===== src/rtl/ysyx_22041211_imm_pkg.sv =====
// Shared types and opcode constants for the IDU immediate decoder.
// The optional CSR-immediate decode is selected with YSYX_22041211_IMM_ZICSR_EN.
package ysyx_22041211_imm_pkg;

   typedef enum logic [2:0] {
      FMT_I = 3'd0,
      FMT_S = 3'd1,
      FMT_B = 3'd2,
      FMT_U = 3'd3,
      FMT_J = 3'd4,
      FMT_R = 3'd5,
      FMT_N = 3'd6,
      FMT_X = 3'd7
   } imm_fmt_e;

   typedef enum logic [1:0] {
      BUF_EMPTY = 2'd0,
      BUF_ONE   = 2'd1,
      BUF_TWO   = 2'd2
   } buf_state_e;

   localparam logic [6:0] OPC_OP_IMM   = 7'b0010011;
   localparam logic [6:0] OPC_LOAD     = 7'b0000011;
   localparam logic [6:0] OPC_JALR     = 7'b1100111;
   localparam logic [6:0] OPC_STORE    = 7'b0100011;
   localparam logic [6:0] OPC_BRANCH   = 7'b1100011;
   localparam logic [6:0] OPC_LUI      = 7'b0110111;
   localparam logic [6:0] OPC_AUIPC    = 7'b0010111;
   localparam logic [6:0] OPC_JAL      = 7'b1101111;
   localparam logic [6:0] OPC_OP       = 7'b0110011;
   localparam logic [6:0] OPC_SYSTEM   = 7'b1110011;
   localparam logic [6:0] OPC_OP_IMM32 = 7'b0011011;
   localparam logic [6:0] OPC_OP32     = 7'b0111011;

endpackage


===== src/rtl/ysyx_22041211_imm_extract.sv =====
// Combinational opcode classifier and immediate extractor (inst -> imm, fmt, illegal).
// YSYX_22041211_IMM_ZICSR_EN enables non-zero immediates for SYSTEM-format words.
module ysyx_22041211_imm_extract
   import ysyx_22041211_imm_pkg::*;
#(
   parameter int XLEN = 32
) (
   input  logic [31:0]     inst,
   output logic [XLEN-1:0] imm,
   output imm_fmt_e        fmt,
   output logic            illegal
);

   localparam bit RV64 = (XLEN == 64);

   // Every format is built as a signed 32-bit value and widened once at the end.
   logic signed [31:0] imm32;

   always_comb begin
      // NOTE: every output gets a default first so no path through the case infers a latch.
      imm32   = '0;
      fmt     = FMT_X;
      illegal = 1'b1;
      unique case (inst[6:0])
         OPC_OP_IMM, OPC_LOAD, OPC_JALR: begin
            fmt     = FMT_I;
            illegal = 1'b0;
            imm32   = {{20{inst[31]}}, inst[31:20]};
         end
         OPC_OP_IMM32: begin
            if (RV64) begin
               fmt     = FMT_I;
               illegal = 1'b0;
               imm32   = {{20{inst[31]}}, inst[31:20]};
            end
         end
         OPC_STORE: begin
            fmt     = FMT_S;
            illegal = 1'b0;
            imm32   = {{20{inst[31]}}, inst[31:25], inst[11:7]};
         end
         OPC_BRANCH: begin
            fmt     = FMT_B;
            illegal = 1'b0;
            imm32   = {{19{inst[31]}}, inst[31], inst[7], inst[30:25], inst[11:8], 1'b0};
         end
         OPC_LUI, OPC_AUIPC: begin
            fmt     = FMT_U;
            illegal = 1'b0;
            imm32   = {inst[31:12], 12'b0};
         end
         OPC_JAL: begin
            fmt     = FMT_J;
            illegal = 1'b0;
            imm32   = {{11{inst[31]}}, inst[31], inst[19:12], inst[20], inst[30:21], 1'b0};
         end
         OPC_OP: begin
            fmt     = FMT_R;
            illegal = 1'b0;
         end
         OPC_OP32: begin
            if (RV64) begin
               fmt     = FMT_R;
               illegal = 1'b0;
            end
         end
         OPC_SYSTEM: begin
            fmt     = FMT_N;
            illegal = 1'b0;
`ifdef YSYX_22041211_IMM_ZICSR_EN
            // csrr*i carries a 5-bit unsigned uimm in the rs1 field.
            if (inst[14]) imm32 = {27'd0, inst[19:15]};
            else          imm32 = {{20{inst[31]}}, inst[31:20]};
`else
            imm32 = '0;
`endif
         end
         default: ;
      endcase
   end

   // Size cast of a signed operand sign-extends to XLEN.
   assign imm = XLEN'(imm32);

endmodule


===== src/rtl/ysyx_22041211_imm_decode_pipe.sv =====
// Registered immediate decoder with a two-entry skid buffer and saturating illegal counter.
// Build option: YSYX_22041211_IMM_ZICSR_EN (see ysyx_22041211_imm_extract).
module ysyx_22041211_imm_decode_pipe
   import ysyx_22041211_imm_pkg::*;
#(
   parameter int XLEN  = 32,
   parameter int CNT_W = 16
) (
   input  logic             clk,
   input  logic             rst,
   input  logic             in_valid,
   output logic             in_ready,
   input  logic [31:0]      in_inst,
   input  logic [XLEN-1:0]  in_pc,
   output logic             out_valid,
   input  logic             out_ready,
   output logic [XLEN-1:0]  out_imm,
   output imm_fmt_e         out_fmt,
   output logic             out_illegal,
   output logic [XLEN-1:0]  out_pc,
   output logic [CNT_W-1:0] illegal_cnt
);

   typedef struct packed {
      logic [XLEN-1:0] imm;
      imm_fmt_e        fmt;
      logic            illegal;
      logic [XLEN-1:0] pc;
   } entry_t;

   entry_t     in_entry;
   entry_t     main_q;
   entry_t     skid_q;
   buf_state_e state;
   logic       accept;
   logic       pop;

   ysyx_22041211_imm_extract #(
      .XLEN (XLEN)
   ) u_extract (
      .inst    (in_inst),
      .imm     (in_entry.imm),
      .fmt     (in_entry.fmt),
      .illegal (in_entry.illegal)
   );

   assign in_entry.pc = in_pc;

   assign in_ready  = !rst && (state != BUF_TWO);
   assign out_valid = (state != BUF_EMPTY);
   assign accept    = in_valid && in_ready;
   assign pop       = out_valid && out_ready;

   // main_q always holds the oldest entry; skid_q only fills when main_q is stalled.
   always_ff @(posedge clk or posedge rst) begin
      if (rst) begin
         // NOTE: the data registers are reset too, because out_* must read zero during reset.
         state  <= BUF_EMPTY;
         main_q <= '0;
         skid_q <= '0;
      end else begin
         // NOTE: non-blocking assignments so every register samples pre-edge values.
         unique case (state)
            BUF_EMPTY: begin
               if (accept) begin
                  main_q <= in_entry;
                  state  <= BUF_ONE;
               end
            end
            BUF_ONE: begin
               if (accept && pop) begin
                  main_q <= in_entry;
               end else if (accept) begin
                  skid_q <= in_entry;
                  state  <= BUF_TWO;
               end else if (pop) begin
                  state  <= BUF_EMPTY;
               end
            end
            BUF_TWO: begin
               if (pop) begin
                  main_q <= skid_q;
                  state  <= BUF_ONE;
               end
            end
            default: state <= BUF_EMPTY;
         endcase
      end
   end

   always_ff @(posedge clk or posedge rst) begin
      if (rst) begin
         illegal_cnt <= '0;
      end else if (accept && in_entry.illegal && (illegal_cnt != {CNT_W{1'b1}})) begin
         illegal_cnt <= illegal_cnt + 1'b1;
      end
   end

   assign out_imm     = main_q.imm;
   assign out_fmt     = main_q.fmt;
   assign out_illegal = main_q.illegal;
   assign out_pc      = main_q.pc;

endmodule


===== config.mk =====
export PLATFORM = sky130hd
export DESIGN_NAME = ysyx_22041211_imm_decode_pipe
export DESIGN_NICKNAME = d
export VERILOG_FILES = /design/src/rtl/ysyx_22041211_imm_pkg.sv /design/src/rtl/ysyx_22041211_imm_extract.sv /design/src/rtl/ysyx_22041211_imm_decode_pipe.sv
export SDC_FILE = /design/constraint.sdc
export NUM_CORES = 1
export LEC_CHECK = 0
export BUFFER_PORTS_ARGS = -buffer_cell sky130_fd_sc_hd__clkbuf_2
export CELL_PAD_IN_SITES_DETAIL_PLACEMENT = 1
export CELL_PAD_IN_SITES_GLOBAL_PLACEMENT = 1
export CORE_MARGIN = 2
export CORE_UTILIZATION = 35
export DETAILED_ROUTE_END_ITERATION = 8
export PLACE_DENSITY_LB_ADDON = 0.05
export SYNTH_ARGS = -nofsm -noshare
export SYNTH_HDL_FRONTEND = slang
export SYNTH_SLANG_ARGS = --single-unit
export TNS_END_PERCENT = 50

===== constraint.sdc =====
create_clock -name clk -period 5.5 [get_ports clk]
set_input_delay 0.275 -clock clk [delete_from_list [all_inputs] [get_ports clk]]
set_output_delay 0.275 -clock clk [all_outputs]
set_load 0.05 [all_outputs]

== Word level (Yosys, flattened, before mapping) ==
Index checks and enable logic that the tools add are counted.
W data, S select, Z words.
Storage, ports and cells
  bits in registers: 154
  input port bits: 68
Operators by class
  equality and inequality tests: 19
  $add $sub $neg: 1
  bitwise logic cells: 1
  mux-type cells: 13
  reduce and logical (&&, ||, !) cells: 16
Operators by type and width (count)
  $mux W68: 3
  $pmux W68 S3: 1
  $pmux W32 S5: 1
  $eq A7 B7 Y1 const B: 4
  $eq A7 B6 Y1 const B: 3
  $pmux W3 S7: 1
  $add A16 B1 Y16 const B: 1
  $ne A16 B16 Y1 const B: 1
  $eq A7 B5 Y1 const B: 2
  $mux W2: 5
  $ne A2 B2 Y1 const B: 5
  $reduce_or A10 Y1: 1
  $reduce_and A4 Y1: 2
  $eq A7 B2 Y1 const B: 1
  $logic_and A1 B1 Y1: 6
  $pmux W2 S3: 1
  $ne A3 B3 Y1 const B: 1
  $reduce_and A3 Y1: 1
  $reduce_bool A3 Y1: 1
  $reduce_or A3 Y1: 1
  $eq A2 B1 Y1 const B: 1
  $eq A2 B2 Y1 const B: 1
  $logic_not A2 Y1: 1
  $reduce_bool A2 Y1: 1
  other kinds (4): 4

== Depth between registers and ports, before layout ==
  word-level depth: 6
  depth in mapped cells: 8

== Modules after synthesis ==
Synthesis repeated with hierarchy kept, for this count alone.
Second synthesis, totals
  cell total of the unflattened synthesis: 715
  area, all modules: 7193.1 sq um
By module, submodules not included
  ysyx_22041211_imm_decode_pipe: area each 6495.0 sq um, sequential area each 3853.7 sq um, times used 1, cells each 610
  ysyx_22041211_imm_extract: area each 698.2 sq um, sequential area each 0.0 sq um, times used 1, cells each 105

== Least setup slack after synthesis ==
No wires, ideal clock.
  path kind: reg-to-reg
  from: register illegal_cnt[0]
  to: register illegal_cnt[1]
  buffers on the path: 0
  arrival time: 2.001 ns
  setup time: 0.125 ns
  path slack: 3.375 ns
  clock period less this slack: 2.125 ns
  cell stages (with the launch flop): 6
  cells stage by stage: dfrtp_1 -> ha_1 -> and3_1 -> and4b_1 -> nor4_4 -> mux2_2
On the way
  word-level cells in the longest chain between the ends: 2
  elaborated cells between the ends (all ways): 3
Ends and longest elaborated chain
  start, declared: RTL line ysyx_22041211_imm_decode_pipe.sv:21  | output logic [CNT_W-1:0] illegal_cnt
  start signal, assigned: RTL line ysyx_22041211_imm_decode_pipe.sv:95  | illegal_cnt <= illegal_cnt + 1'b1;
  branches (longest 2 deep; another with $add A16 B1 Y16)
Several ways; the timed one is not identified.
A chain may end at the register's enable or synchronous reset.

== Worst setup path after layout ==
  from: register state[1]
  to: register skid_q[66] in the netlist's numbering
On the way
  word-level cells in the longest chain between the ends: 6
  elaborated cells between the ends (all ways): 9
Ends and longest elaborated chain
  start, declared: RTL line ysyx_22041211_imm_decode_pipe.sv:34  | buf_state_e state;
  start signal, assigned: RTL line ysyx_22041211_imm_decode_pipe.sv:58  | state <= BUF_EMPTY;
  start signal, assigned: RTL line ysyx_22041211_imm_decode_pipe.sv:67  | state <= BUF_ONE;
  start signal, assigned: RTL line ysyx_22041211_imm_decode_pipe.sv:75  | state <= BUF_TWO;
  $ne A2 B2 Y1: RTL line ysyx_22041211_imm_decode_pipe.sv:49  | assign in_ready = !rst && (state != BUF_TWO);
  $logic_and A1 B1 Y1: RTL line ysyx_22041211_imm_decode_pipe.sv:49
  $logic_and A1 B1 Y1: RTL line ysyx_22041211_imm_decode_pipe.sv:51  | assign accept = in_valid && in_ready;
  $logic_and A1 B1 Y1: RTL line ysyx_22041211_imm_decode_pipe.sv:71  | if (accept && pop) begin
  $not A1 Y1 (no line)
  $reduce_and A3 Y1 (no line) (*)
  end signal, assigned: RTL line ysyx_22041211_imm_decode_pipe.sv:74  | skid_q <= in_entry;
  end, declared: RTL line ysyx_22041211_imm_decode_pipe.sv:33  | entry_t skid_q;
Mark *: on every way between the ends. The rest lies on a longest branch, timed or not.

==> results.sh <==
export IMPL_antenna_cells=0
export IMPL_worst_setup_path_type="reg -> reg"
export IMPL_antenna_found_initial=0
export IMPL_drtAntennaViolNets=0
export IMPL_rsz0062_at_grt="no"
export IMPL_synth_top_cell_by_area="dfrtp_1"
export IMPL_setup_tns_ps=0
export IMPL_finClkSkew_ps=11.2
export IMPL_remaining_drc_errors=0
export IMPL_setup_violations_final=0
export IMPL_die_area_um2=21100
export IMPL_dpl_worst_slack_ps=2930
export IMPL_layout_commonest_cell="nand2_1"
export IMPL_clock_sinks=154
export IMPL_synth_async_reset_ratio_pct=100
export IMPL_fmax_mhz=390
export IMPL_slew_headroom_pct=23.7
export IMPL_hpwl_um=13300
export IMPL_ioPinCount=154
export IMPL_die_x_um=145
export IMPL_finalHoldViolations=0
export IMPL_multiInputGateArea_um2=2900
export IMPL_gp_congestion=0.787
export IMPL_track_usage_pct=19.6
export IMPL_num_vias=5914
export IMPL_final_cell_mix="nand2_1, dfrtp_1, clkbuf_2"
export IMPL_min_path_type="in -> reg"
export IMPL_firstDrtPassIters=5
export IMPL_fillCellCount=2327
export IMPL_htree_levels=4
export IMPL_reg2regPathDepth=4
export IMPL_final_util_pct=43.7
export IMPL_required_ps=5760
export IMPL_wl_per_cell_um=17.2
export IMPL_crit_path_max_fanout=51
export IMPL_drtIter0Drc=212
export IMPL_holdPathEnd="skid_q[14]"
export IMPL_synth_edf_count=0
export IMPL_synth_area_um2=6970
export IMPL_place_inst=1134
export IMPL_max_cap_viol_count=0
export IMPL_synth_area_top_cells="dfrtp_1, nand2_1, nor2_1, a31oi_1, a21oi_1"
export IMPL_setup_ws_ps=2930
export IMPL_yosys_area_top_type_share_pct=55.3
export IMPL_vias_per_cell=5.08
export IMPL_first_global_vias=6495
export IMPL_synth_seq_area_share_pct=55.3
export IMPL_drv_slew=0
export IMPL_p_per_area_nw_per_um2=470
export IMPL_synth_cell_types=57
export IMPL_insertion_delay_ps=420
export IMPL_r2r_start="state[1]"
export IMPL_cts_setup_buffers=0
export IMPL_clockRootBuffer="clkbuf_16"
export IMPL_nNetsFinal=957
export IMPL_arrival_ps=2830
export IMPL_ctsHoldBuffers=0
export IMPL_tightest_slew_ps=1140
export IMPL_initial_core_util_pct=35.7
export IMPL_core_area_um2=19500
export IMPL_drive_above_1_share_pct=24.8
export IMPL_clk_pin_slew_ps=70
export IMPL_regArea_um2=3850
export IMPL_cts_made_buffers=17
export IMPL_p_leak_nw=3.98
export IMPL_ff2ff_setup_slack_ps=2930
export IMPL_finalCritPeriodShare_pct=46.6
export IMPL_rows=51
export IMPL_grt_pass1_wl_um=33700
export IMPL_r2r_end="skid_q[66]"
export IMPL_synth_nets=830
export IMPL_syn_to_final_growth_pct=22.4
export IMPL_grt_max_degree=117
export IMPL_grt_ovfl_total=0
export IMPL_fp_dieH_um=145
export IMPL_ir_drop_mv=0.232
export IMPL_end_kind="flop"
export IMPL_fin_crit_ps=2570
export IMPL_avgSynthCellArea_um2=9.16
export IMPL_ys_flop_type="dfrtp_1"
export IMPL_port_buffers=153
export IMPL_cts_resized=0
export IMPL_startpoint_type="flop"
export IMPL_hold_depth=3
export IMPL_min_delay_start="in_pc[14]"
export IMPL_routed_wl_um=20000
export IMPL_ys_seq_elements=154
export IMPL_clk_path_buf_depth=2
export IMPL_power_mw=4.01
export IMPL_yosysWarnings=0
export IMPL_synth_cells=761
export IMPL_status="complete, no violations"
export IMPL_layoutNonFillerInstCount=1165
export IMPL_cts_tree="built"
-- worst max-delay path, cell delays in order (launching register included) --
cell,delay (ps)
dfrtp_1,440
or3b_1,490
or2_2,710
a21oi_2,610
a21oi_1,150
-- Yosys cell counts (4+ instances only) --
cell type	number
a31oi_1	33
a21o_1	5
clkbuf_1	24
or3_1	4
a21oi_1	37
o211ai_1	8
nor3_1	20
o21ai_0	11
a211oi_1	14
and3_1	7
o21ai_1	5
inv_1	5
xnor2_1	11
nor2_1	99
nor2b_1	5
a22oi_1	5
a211oi_2	10
nand3_1	14
nand2_1	215
nand4_1	6
buf_2	18
dfrtp_1	154
-- metrics by stage --
stage	instance area [um2]	hold WS, ps
floorplan	6970	370
finish	8530	67.7
global placement	7900	456
detailed placement	7900	466
CTS	8530	44.9
global route	8530	66.1
-- report_power, final --
group          leakage [nW]  internal (mW)  switching [mW]
sequential             1.87           1.43           0.187
combinational          1.80          0.292           0.836
clock                 0.299          0.774           0.488
total                  3.98           2.50            1.51
-- how the worst max path moves through the flow --
stage / startpoint / endpoint / slack [ps] / cells after the start
floorplan: rst / illegal_cnt[0] / 1080 / 1
global placement: state[1] / out_fmt[1] / 3030 / 4
detailed placement: state[1] / skid_q[66] / 2930 / 4
CTS: state[1] / skid_q[66] / 2920 / 4
global route: state[1] / out_imm[11] / 2770 / 5
finish: state[1] / skid_q[66] / 2930 / 4
-- routing by layer --
| metal | part of all wire, % | global-route usage, % |
|---|---|---|
| met1 | 46 | 25.0 |
| met2 | 49 | 33.7 |
| met3 | 3.9 | 4.37 |
| met4 | 1.4 | 5.69 |
| met5 | 0 | 0 |
-- layout make-up --
type / instances / area share (%)
repair buffers: 156 / 9.24
well taps: 265 / 3.89
multi-input cells: 554 / 34.0
flip-flops and latches: 154 / 45.2
clock inverters: 13 / 2.25
clock buffers: 18 / 5.15
inverters: 5 / 0.279
-- sequential cells by signal, indices dropped and copies added, names as in the netlist --
| name | cells |
|---|---|
| skid_q | 68 |
| state | 2 |
| illegal_cnt | 16 |
| out_imm | 32 |
| out_fmt | 3 |
| out_illegal | 1 |
| out_pc | 32 |
-- kinds of logic after synthesis --
group / Yosys count / synth area share, %
and+or+nand+nor: 393 / 24.7
muxes: 6 / 0.952
adders and majority gates: 1 / 0.180
xor gates and xnor gates: 14 / 1.76
DFF: 154 / 55.3
AOI/OAI and AO/OA: 140 / 13.5
buffers and inverters: 53 / 3.61
Power figures use the tool's default switching activity.
